**config.mk**
```make
export PLATFORM = sky130hd
export DESIGN_NAME = afpm_mul_normalize
export DESIGN_NICKNAME = d
export VERILOG_FILES = /design/src/rtl/afpm_mul_normalize.sv
export SDC_FILE = /design/constraint.sdc
export NUM_CORES = 1
export LEC_CHECK = 0
export BUFFER_PORTS_ARGS = -buffer_cell sky130_fd_sc_hd__buf_2
export CAP_MARGIN = 30
export CELL_PAD_IN_SITES_DETAIL_PLACEMENT = 2
export CELL_PAD_IN_SITES_GLOBAL_PLACEMENT = 2
export CORE_ASPECT_RATIO = 1.2
export CORE_MARGIN = 5
export CORE_UTILIZATION = 29
export DETAILED_ROUTE_END_ITERATION = 12
export PLACE_DENSITY_LB_ADDON = 0.2
export SKIP_CTS_REPAIR_TIMING = 1
export SLEW_MARGIN = 5
export SYNTH_ARGS = -nofsm -noshare
export SYNTH_HDL_FRONTEND = slang
export SYNTH_SLANG_ARGS = --single-unit
```
**constraint.sdc**
```tcl
create_clock -name clk -period 3.9 [get_ports clk]
set_input_delay 0.195 -clock clk [delete_from_list [all_inputs] [get_ports clk]]
set_output_delay 0.195 -clock clk [all_outputs]
set_load 0.01 [all_outputs]
```
**src/rtl/afpm_mul_normalize.sv**
```systemverilog
`timescale 1ns/1ps
`default_nettype none
// ============================================================================
// Module   : afpm_mul_normalize
// Purpose  : Two-stage normalize/round/pack stage after the approximate
//            significand multiplier; emits a packed float32 product.
// Options  : AFPM_ROUND_NEAREST_EN -> round to nearest even (else truncate)
// Revision : 1.0 - initial release
// ============================================================================
module afpm_mul_normalize (
  input  logic        clk,
  input  logic        reset_n,
  input  logic        in_valid,
  output logic        in_ready,
  input  logic [31:0] in_operand_a,
  input  logic [31:0] in_operand_b,
  input  logic [63:0] in_sig_product,
  output logic        out_valid,
  input  logic        out_ready,
  output logic [31:0] out_result,
  output logic        out_overflow,
  output logic        out_underflow
);

  localparam logic [9:0]  c_EXP_BIAS = 10'd127;
  localparam logic [7:0]  c_EXP_MAX  = 8'hFF;
  localparam logic [31:0] c_QNAN     = 32'h7FFF_FFFF;

  // ---------------------------------------------------------------- handshake
  logic w_s2_load;
  logic w_in_ready;
  logic r_s1_valid;
  logic r_s2_valid;

  assign w_s2_load  = !r_s2_valid || out_ready;
  assign w_in_ready = !r_s1_valid || w_s2_load;
  assign in_ready   = w_in_ready;
  assign out_valid  = r_s2_valid;

  // ------------------------------------------------- stage 1: classify/exponent
  logic       w_sign_a, w_sign_b;
  logic [7:0] w_exp_a, w_exp_b;
  logic       w_frac_a_nz, w_frac_b_nz;
  logic       w_a_nan, w_b_nan, w_a_inf, w_b_inf, w_a_zero, w_b_zero;
  logic       w_nan_res, w_inf_res, w_zero_res;
  logic       w_norm;
  logic       w_no_lead;
  logic [9:0] w_exp_sum;
  logic [22:0] w_frac;

  assign w_sign_a    = in_operand_a[31];
  assign w_sign_b    = in_operand_b[31];
  assign w_exp_a     = in_operand_a[30:23];
  assign w_exp_b     = in_operand_b[30:23];
  assign w_frac_a_nz = |in_operand_a[22:0];
  assign w_frac_b_nz = |in_operand_b[22:0];

  assign w_a_nan  = (w_exp_a == c_EXP_MAX) && w_frac_a_nz;
  assign w_b_nan  = (w_exp_b == c_EXP_MAX) && w_frac_b_nz;
  assign w_a_inf  = (w_exp_a == c_EXP_MAX) && !w_frac_a_nz;
  assign w_b_inf  = (w_exp_b == c_EXP_MAX) && !w_frac_b_nz;
  assign w_a_zero = (w_exp_a == 8'h00);
  assign w_b_zero = (w_exp_b == 8'h00);

  assign w_norm    = in_sig_product[47];
  assign w_no_lead = (in_sig_product[47:46] == 2'b00);

  assign w_nan_res  = w_a_nan || w_b_nan || (w_a_zero && w_b_inf) || (w_a_inf && w_b_zero);
  assign w_inf_res  = (w_a_inf || w_b_inf) && !w_nan_res;
  // A product with no leading one is only meaningful when nothing else is special
  assign w_zero_res = !w_nan_res &&
                      ((w_a_zero || w_b_zero) || (w_no_lead && !(w_a_inf || w_b_inf)));

  assign w_exp_sum = {2'b00, w_exp_a} + {2'b00, w_exp_b} - c_EXP_BIAS + {9'd0, w_norm};
  assign w_frac    = w_norm ? in_sig_product[46:24] : in_sig_product[45:23];

`ifdef AFPM_ROUND_NEAREST_EN
  logic w_guard;
  logic w_sticky;
  assign w_guard  = w_norm ? in_sig_product[23] : in_sig_product[22];
  assign w_sticky = w_norm ? (|in_sig_product[22:0]) : (|in_sig_product[21:0]);
  logic w_unused_bits;
  assign w_unused_bits = ^in_sig_product[63:48];
`else
  logic w_unused_bits;
  assign w_unused_bits = ^{in_sig_product[63:48], in_sig_product[22:0]};
`endif

  logic        r_s1_sign;
  logic [9:0]  r_s1_exp;
  logic [22:0] r_s1_frac;
  logic        r_s1_nan, r_s1_inf, r_s1_zero;
`ifdef AFPM_ROUND_NEAREST_EN
  logic        r_s1_guard;
  logic        r_s1_sticky;
`endif

  // ------------------------------------------------------ stage 2: round/pack
  logic [22:0] w_frac_rnd;
  logic [9:0]  w_exp_rnd;

`ifdef AFPM_ROUND_NEAREST_EN
  logic w_round_up;
  logic w_carry;
  assign w_round_up = r_s1_guard && (r_s1_sticky || r_s1_frac[0]);
  // A carry out of the fraction means the significand became 10.000..., i.e. 1.0 at exp+1
  assign {w_carry, w_frac_rnd} = {1'b0, r_s1_frac} + {23'd0, w_round_up};
  assign w_exp_rnd = r_s1_exp + {9'd0, w_carry};
`else
  assign w_frac_rnd = r_s1_frac;
  assign w_exp_rnd  = r_s1_exp;
`endif

  logic [31:0] w_result;
  logic        w_ovf;
  logic        w_unf;

  always_comb begin
    w_result = {r_s1_sign, w_exp_rnd[7:0], w_frac_rnd};
    w_ovf    = 1'b0;
    w_unf    = 1'b0;
    if (r_s1_nan) begin
      w_result = c_QNAN;
    end else if (r_s1_inf) begin
      w_result = {r_s1_sign, c_EXP_MAX, 23'd0};
    end else if (r_s1_zero) begin
      w_result = {r_s1_sign, 31'd0};
    end else if ($signed(w_exp_rnd) >= 10'sd255) begin
      w_result = {r_s1_sign, c_EXP_MAX, 23'd0};
      w_ovf    = 1'b1;
    end else if ($signed(w_exp_rnd) <= 10'sd0) begin
      w_result = {r_s1_sign, 31'd0};
      w_unf    = 1'b1;
    end
  end

  logic [31:0] r_result;
  logic        r_ovf;
  logic        r_unf;

  assign out_result    = r_result;
  assign out_overflow  = r_ovf;
  assign out_underflow = r_unf;

  // ---------------------------------------------------------------- registers
  always_ff @(posedge clk or negedge reset_n) begin
    if (!reset_n) begin
      r_s1_valid  <= 1'b0;
      r_s1_sign   <= 1'b0;
      r_s1_exp    <= 10'd0;
      r_s1_frac   <= 23'd0;
      r_s1_nan    <= 1'b0;
      r_s1_inf    <= 1'b0;
      r_s1_zero   <= 1'b0;
`ifdef AFPM_ROUND_NEAREST_EN
      r_s1_guard  <= 1'b0;
      r_s1_sticky <= 1'b0;
`endif
      r_s2_valid  <= 1'b0;
      r_result    <= 32'd0;
      r_ovf       <= 1'b0;
      r_unf       <= 1'b0;
    end else begin
      if (w_in_ready) begin
        r_s1_valid <= in_valid;
        if (in_valid) begin
          r_s1_sign   <= w_sign_a ^ w_sign_b;
          r_s1_exp    <= w_exp_sum;
          r_s1_frac   <= w_frac;
          r_s1_nan    <= w_nan_res;
          r_s1_inf    <= w_inf_res;
          r_s1_zero   <= w_zero_res;
`ifdef AFPM_ROUND_NEAREST_EN
          r_s1_guard  <= w_guard;
          r_s1_sticky <= w_sticky;
`endif
        end
      end
      if (w_s2_load) begin
        r_s2_valid <= r_s1_valid;
        if (r_s1_valid) begin
          r_result <= w_result;
          r_ovf    <= w_ovf;
          r_unf    <= w_unf;
        end
      end
    end
  end

endmodule
`default_nettype wire

```
### Word-level counts from Yosys, hierarchy flattened

Index checks and enable logic that the tools add are counted.

| cells by class | value |
|---|---|
| $add $sub $neg | 3 |
| div/mod/pow operators | 0 |
| multipliers | 0 |
| bitwise logic cells | 1 |
| order comparisons | 2 |
| equal/unequal tests | 2 |
| shift-type cells | 0 |
| multiplexer cells | 15 |
| reduce and logical (&&, ||, !) cells | 30 |

Operators with widths:

| kind | number |
|---|---|
| 2-to-1 mux 31 bit | 4 |
| OR reduction 23 bit | 2 |
| 2-to-1 mux 32 bit | 1 |
| 2-to-1 mux 23 bit | 1 |
| equality test 8 bit, second input constant | 2 |
| logical NOT 8 bit | 2 |
| adder 10 x 1 -> 10 bit | 1 |
| >= comparator 10 x 9 -> 1 bit, second input constant | 1 |
| <= comparator 10 x 1 -> 1 bit, second input constant | 1 |
| subtractor 9 x 7 -> 10 bit, second input constant | 1 |
| adder 8 x 8 -> 9 bit | 1 |
| logical AND 1 bit | 9 |
| 2-to-1 mux 1 bit | 9 |
| logical OR 1 bit | 8 |
| logical NOT 1 bit | 6 |
| AND reduction 2 bit | 2 |
| logical NOT 2 bit | 1 |
| bitwise XOR 1 bit | 1 |

| storage, ports and cells | value |
|---|---|
| latch bits | 0 |
| memories | 0 |
| bits in writable memories | 0 |
| ROM bits | 0 |
| input port bits | 132 |
| register bits | 73 |
| output and inout port bits | 36 |
| logic and storage cells | 64 |

### Logic depth before layout (Yosys ltp)

| logic depth | value |
|---|---|
| depth in word-level cells | 8 |
| gate-level depth with buffers | 14 |
| mapped depth without buffers | 12 |

### Least setup slack after synthesis

OpenSTA, ideal clock, no wires.

| path | value |
|---|---|
| path kind | in2reg |
| from | in in_sig_product[47] |
| to | reg r_s1_exp[8] |
| data required time | 3.780 ns |
| arrival time | 2.812 ns |
| path buffers | 2 |
| stages on the path | 14 |
| library setup time | 0.120 ns |
| path slack | 0.967 ns |
| cell sequence | clkbuf_1 > clkbuf_1 > inv_1 > ha_1 > inv_1 > ha_1 > inv_1 > fa_1 > nor2b_1 > o21a_1 > o21ai_0 > a211oi_1 > o21ai_0 > a41o_1 |

| between the ends | value |
|---|---|
| longest elaborated chain between the ends | 1 |

Ends and longest elaborated chain:

| element | RTL line | RTL |
|---|---|---|
| from (decl) | 17 | `input logic [63:0] in_sig_product,` |
| adder 10 x 1 -> 10 bit | 74 | `assign w_exp_sum = {2'b00, w_exp_a} + {2'b00, w_exp_b} - c_EXP_BIAS + {9'd0, w_norm};` |
| to (signal assigned) | 168 | `r_s1_exp <= w_exp_sum;` |
| to (decl) | 90 | `logic [9:0] r_s1_exp;` |

No other way between the ends.
A chain may end at the register's enable or synchronous reset.

### Worst setup path in the final report

| path | value |
|---|---|
| from | reg r_s1_exp[6] |
| to | reg r_result[20] (netlist: out_result[20]) |

| between the ends | value |
|---|---|
| longest elaborated chain between the ends | 6 |
| elaborated cells between the ends (all ways) | 7 |
| classes of those cells | order compare: 2; mux: 5 |

Ends and longest elaborated chain:

| element | RTL line | RTL |
|---|---|---|
| <= comparator 10 x 1 -> 1 bit | 131 | `end else if ($signed(w_exp_rnd) <= 10'sd0) begin` |
| 2-to-1 mux 31 bit | 131 |  |
| 2-to-1 mux 31 bit (*) | 128 | `end else if ($signed(w_exp_rnd) >= 10'sd255) begin` |
| 2-to-1 mux 31 bit (*) | 126 | `end else if (r_s1_zero) begin` |
| 2-to-1 mux 31 bit (*) | 124 | `end else if (r_s1_inf) begin` |
| 2-to-1 mux 32 bit (*) | 122 | `if (r_s1_nan) begin` |
| to (signal assigned) | 182 | `r_result <= w_result;` |
| to (decl) | 137 | `logic [31:0] r_result;` |

Mark *: on every way between the ends. The rest lies on a longest branch, timed or not.

==> impl_metrics.env <==
export IMPL_endpoint_kind="flop"
export IMPL_fin_crit_sh_pct=58.7
export IMPL_cts_htree_levels=3
export IMPL_worstSetupPathType="reg -> reg"
export IMPL_p_per_area_nw_per_um2=516
export IMPL_gr_usage_all_layers_pct=15.8
export IMPL_grt_pass1_vias=3907
export IMPL_clockBufferDepth=2
export IMPL_start_util_pct=29.5
export IMPL_fp_dieW_um=114
export IMPL_nNetsFinal=675
export IMPL_synth_largest_area_cell="dfrtp_1"
export IMPL_stdcell_area_um2=4930
export IMPL_synth_top_area_share_pct=48.9
export IMPL_coreArea_um2=12700
export IMPL_syn_nets=547
export IMPL_cp_start_kind="flop"
export IMPL_die_h_um=134
export IMPL_fp_row_count=45
export IMPL_report_final_slew_viol_count=0
export IMPL_synth_avg_cell_area_um2=9.38
export IMPL_wl_mm=11.7
export IMPL_avgRoutedWirePerCell_um=16.8
export IMPL_grt_max_degree=74
export IMPL_antenna_found_initial=0
export IMPL_root_buffer="clkbuf_16"
export IMPL_grt_overflow_total=0
export IMPL_numPortBuffers=128
export IMPL_netlist_area_um2=3730
export IMPL_path_clk_slew_ps=60
export IMPL_hold_viol_final=0
export IMPL_status="finished clean"
export IMPL_synthTopCellsByArea="dfrtp_1 49%, mux2i_1 6.2%, nand2_1 6.0%"
export IMPL_cts_tree="yes"
export IMPL_p_leak_nw=2.33
export IMPL_synth_edf_count=0
export IMPL_dp_hpwl_mm=9.10
export IMPL_crit_required_ps=4160
export IMPL_worst_pin_slew_ps=899
export IMPL_finalSetupViolations=0
export IMPL_die_area_um2=15300
export IMPL_fmax_mhz=437
export IMPL_drv_cap=0
export IMPL_drt_iter0_drc=83
export IMPL_finClkSkew_ps=5.79
export IMPL_hold_class="in -> reg"
export IMPL_yosysWarnings=0
export IMPL_postRouteAntennaNets=0
export IMPL_synth_main_ff_cell="dfrtp_1"
export IMPL_syn_to_final_growth_pct=32.0
export IMPL_vias_per_cell=4.93
export IMPL_critPathArrivalTime_ps=2550
export IMPL_grt_pass1_wl_mm=19.1
export IMPL_firstDrtPassIters=4
export IMPL_yosysUniqueCellTypes=41
export IMPL_clock_sink_count=73
export IMPL_cts_buffers_inserted=9
export IMPL_clk_latency_ps=340
export IMPL_synthArstFlopShare_pct=100
export IMPL_io_pin_count=168
export IMPL_final_cells=695
export IMPL_path_max_fanout=15
export IMPL_via_count=3428
export IMPL_syn_inst=398
export IMPL_ys_ff_latch=73
export IMPL_placed_cells=677
export IMPL_dpl_cell_area_um2=4560
export IMPL_drc=0
export IMPL_yosysSeqAreaShare_pct=48.9
export IMPL_tns_ps=0
export IMPL_rsz0062_at_grt="false"
export IMPL_final_min_clock_period_ps=2290
export IMPL_fill_cells=1413
export IMPL_hold_slack_ps=103
export IMPL_place_congestion=0.833
export IMPL_ir_drop_uv=218
export IMPL_antenna_cells=0
export IMPL_drive_gt1_share_pct=31.6
export IMPL_slew_limit_headroom_pct=39.6
## metal layers
layer	track usage, %	vias to the layer above	wire, um
met5	0	-	0
met1	17.8	1646	4720
li1	-	1645	-
met3	3.93	21	766
met4	6.81	0	274
met2	28.2	116	5940
## cell usage in the layout (no fill, tap or decap), types with 3 or more instances in the layout
| cell | instances |
|---|---|
| inv_1 | 13 |
| nand2_2 | 11 |
| xnor2_1 | 4 |
| nand4_1 | 6 |
| nor2_1 | 40 |
| o21ai_0 | 43 |
| buf_4 | 4 |
| buf_2 | 127 |
| a21oi_1 | 34 |
| ha_1 | 16 |
| nand2b_1 | 3 |
| nor3_1 | 5 |
| a21boi_0 | 3 |
| clkbuf_16 | 9 |
| o21a_1 | 3 |
| mux2i_1 | 23 |
| nand2_1 | 59 |
| dfrtp_1 | 73 |
| nor4_1 | 15 |
## cell usage after synthesis, drive strengths merged (2+ instances only)
cell type,count
ha,16
mux2i,23
mux2,2
nand4,6
xor2,2
clkbuf,13
xnor2,4
nor3,6
o21a,3
nand2,70
or3,2
nor2,41
a21oi,34
dfrtp,73
buf,5
and4,2
o211ai,2
nand2b,3
nor4,16
inv,13
a21boi,3
and2,2
o21ai,43
## final cells by class
cell class / instances / area [um2] / share of cell area, %
multi-input cells: 294 / 1780 / 36.1
clock inverters: 5 / 77.6 / 1.57
inverters: 13 / 48.8 / 0.990
flip-flops and latches: 73 / 1830 / 37.0
clock buffers: 11 / 253 / 5.13
repair buffers: 135 / 738 / 15.0
well taps: 164 / 205 / 4.16
## cells by family after synthesis
group | synth area share (%)
AND/OR/NAND/NOR | 19.8
AO/OA/AOI/OAI | 13.7
flip-flops | 48.9
buffers and inverters | 3.52
multiplexers | 6.77
adder cells (fa/ha/maj) | 5.90
XOR/XNOR | 1.41
## final timing paths
check	startpoint	slack (ps)	depth (start not counted)	end
min in group asynchronous	reset_n	220	2	out_result[20]
worst max register to register	r_s1_exp[6]	1610	7	out_result[20]
worst min register to register	out_underflow	470	2	out_underflow
worst max-delay path	r_s1_exp[6]	1610	7	out_result[20]
max in group asynchronous	reset_n	3130	3	out_result[30]
worst min-delay path	in_valid	100	2	r_s1_valid
## flip-flops by register name, indices dropped and copies added (netlist names)
signal,count
r_s1_nan,1
r_s1_frac,23
r_s1_exp,10
out_valid,1
out_result,32
out_overflow,1
r_s1_inf,1
r_s1_zero,1
out_underflow,1
r_s1_sign,1
r_s1_valid,1
## worst max-delay path: stages, from the launching register on
cell	delay (ps)
dfrtp_1	410
or3_1	180
nor4_4	50
nor3_2	370
nor3b_4	610
buf_4	350
nand2_1	80
a21oi_1	160
## power breakdown
| part | internal, mW | leakage [nW] | switching (mW) |
|---|---|---|---|
| clock | 0.592 | 0.162 | 0.316 |
| combinational | 0.261 | 1.31 | 0.354 |
| sequential | 0.915 | 0.857 | 0.104 |
| total | 1.77 | 2.33 | 0.774 |
## stage by stage
step | utilization [%] | power [mW] | setup WS [ps]
6_report | 38.9 | 2.54 | 1610
5_1_grt | 38.9 | 2.71 | 1370
4_1_cts | 38.6 | 2.60 | 1540
3_5_place_dp | 36.0 | 1.66 | 1270
3_3_place_gp | 35.7 | 1.62 | 1330
2_1_floorplan | - | 1.37 | 967
(Power assumes the default switching activity.)
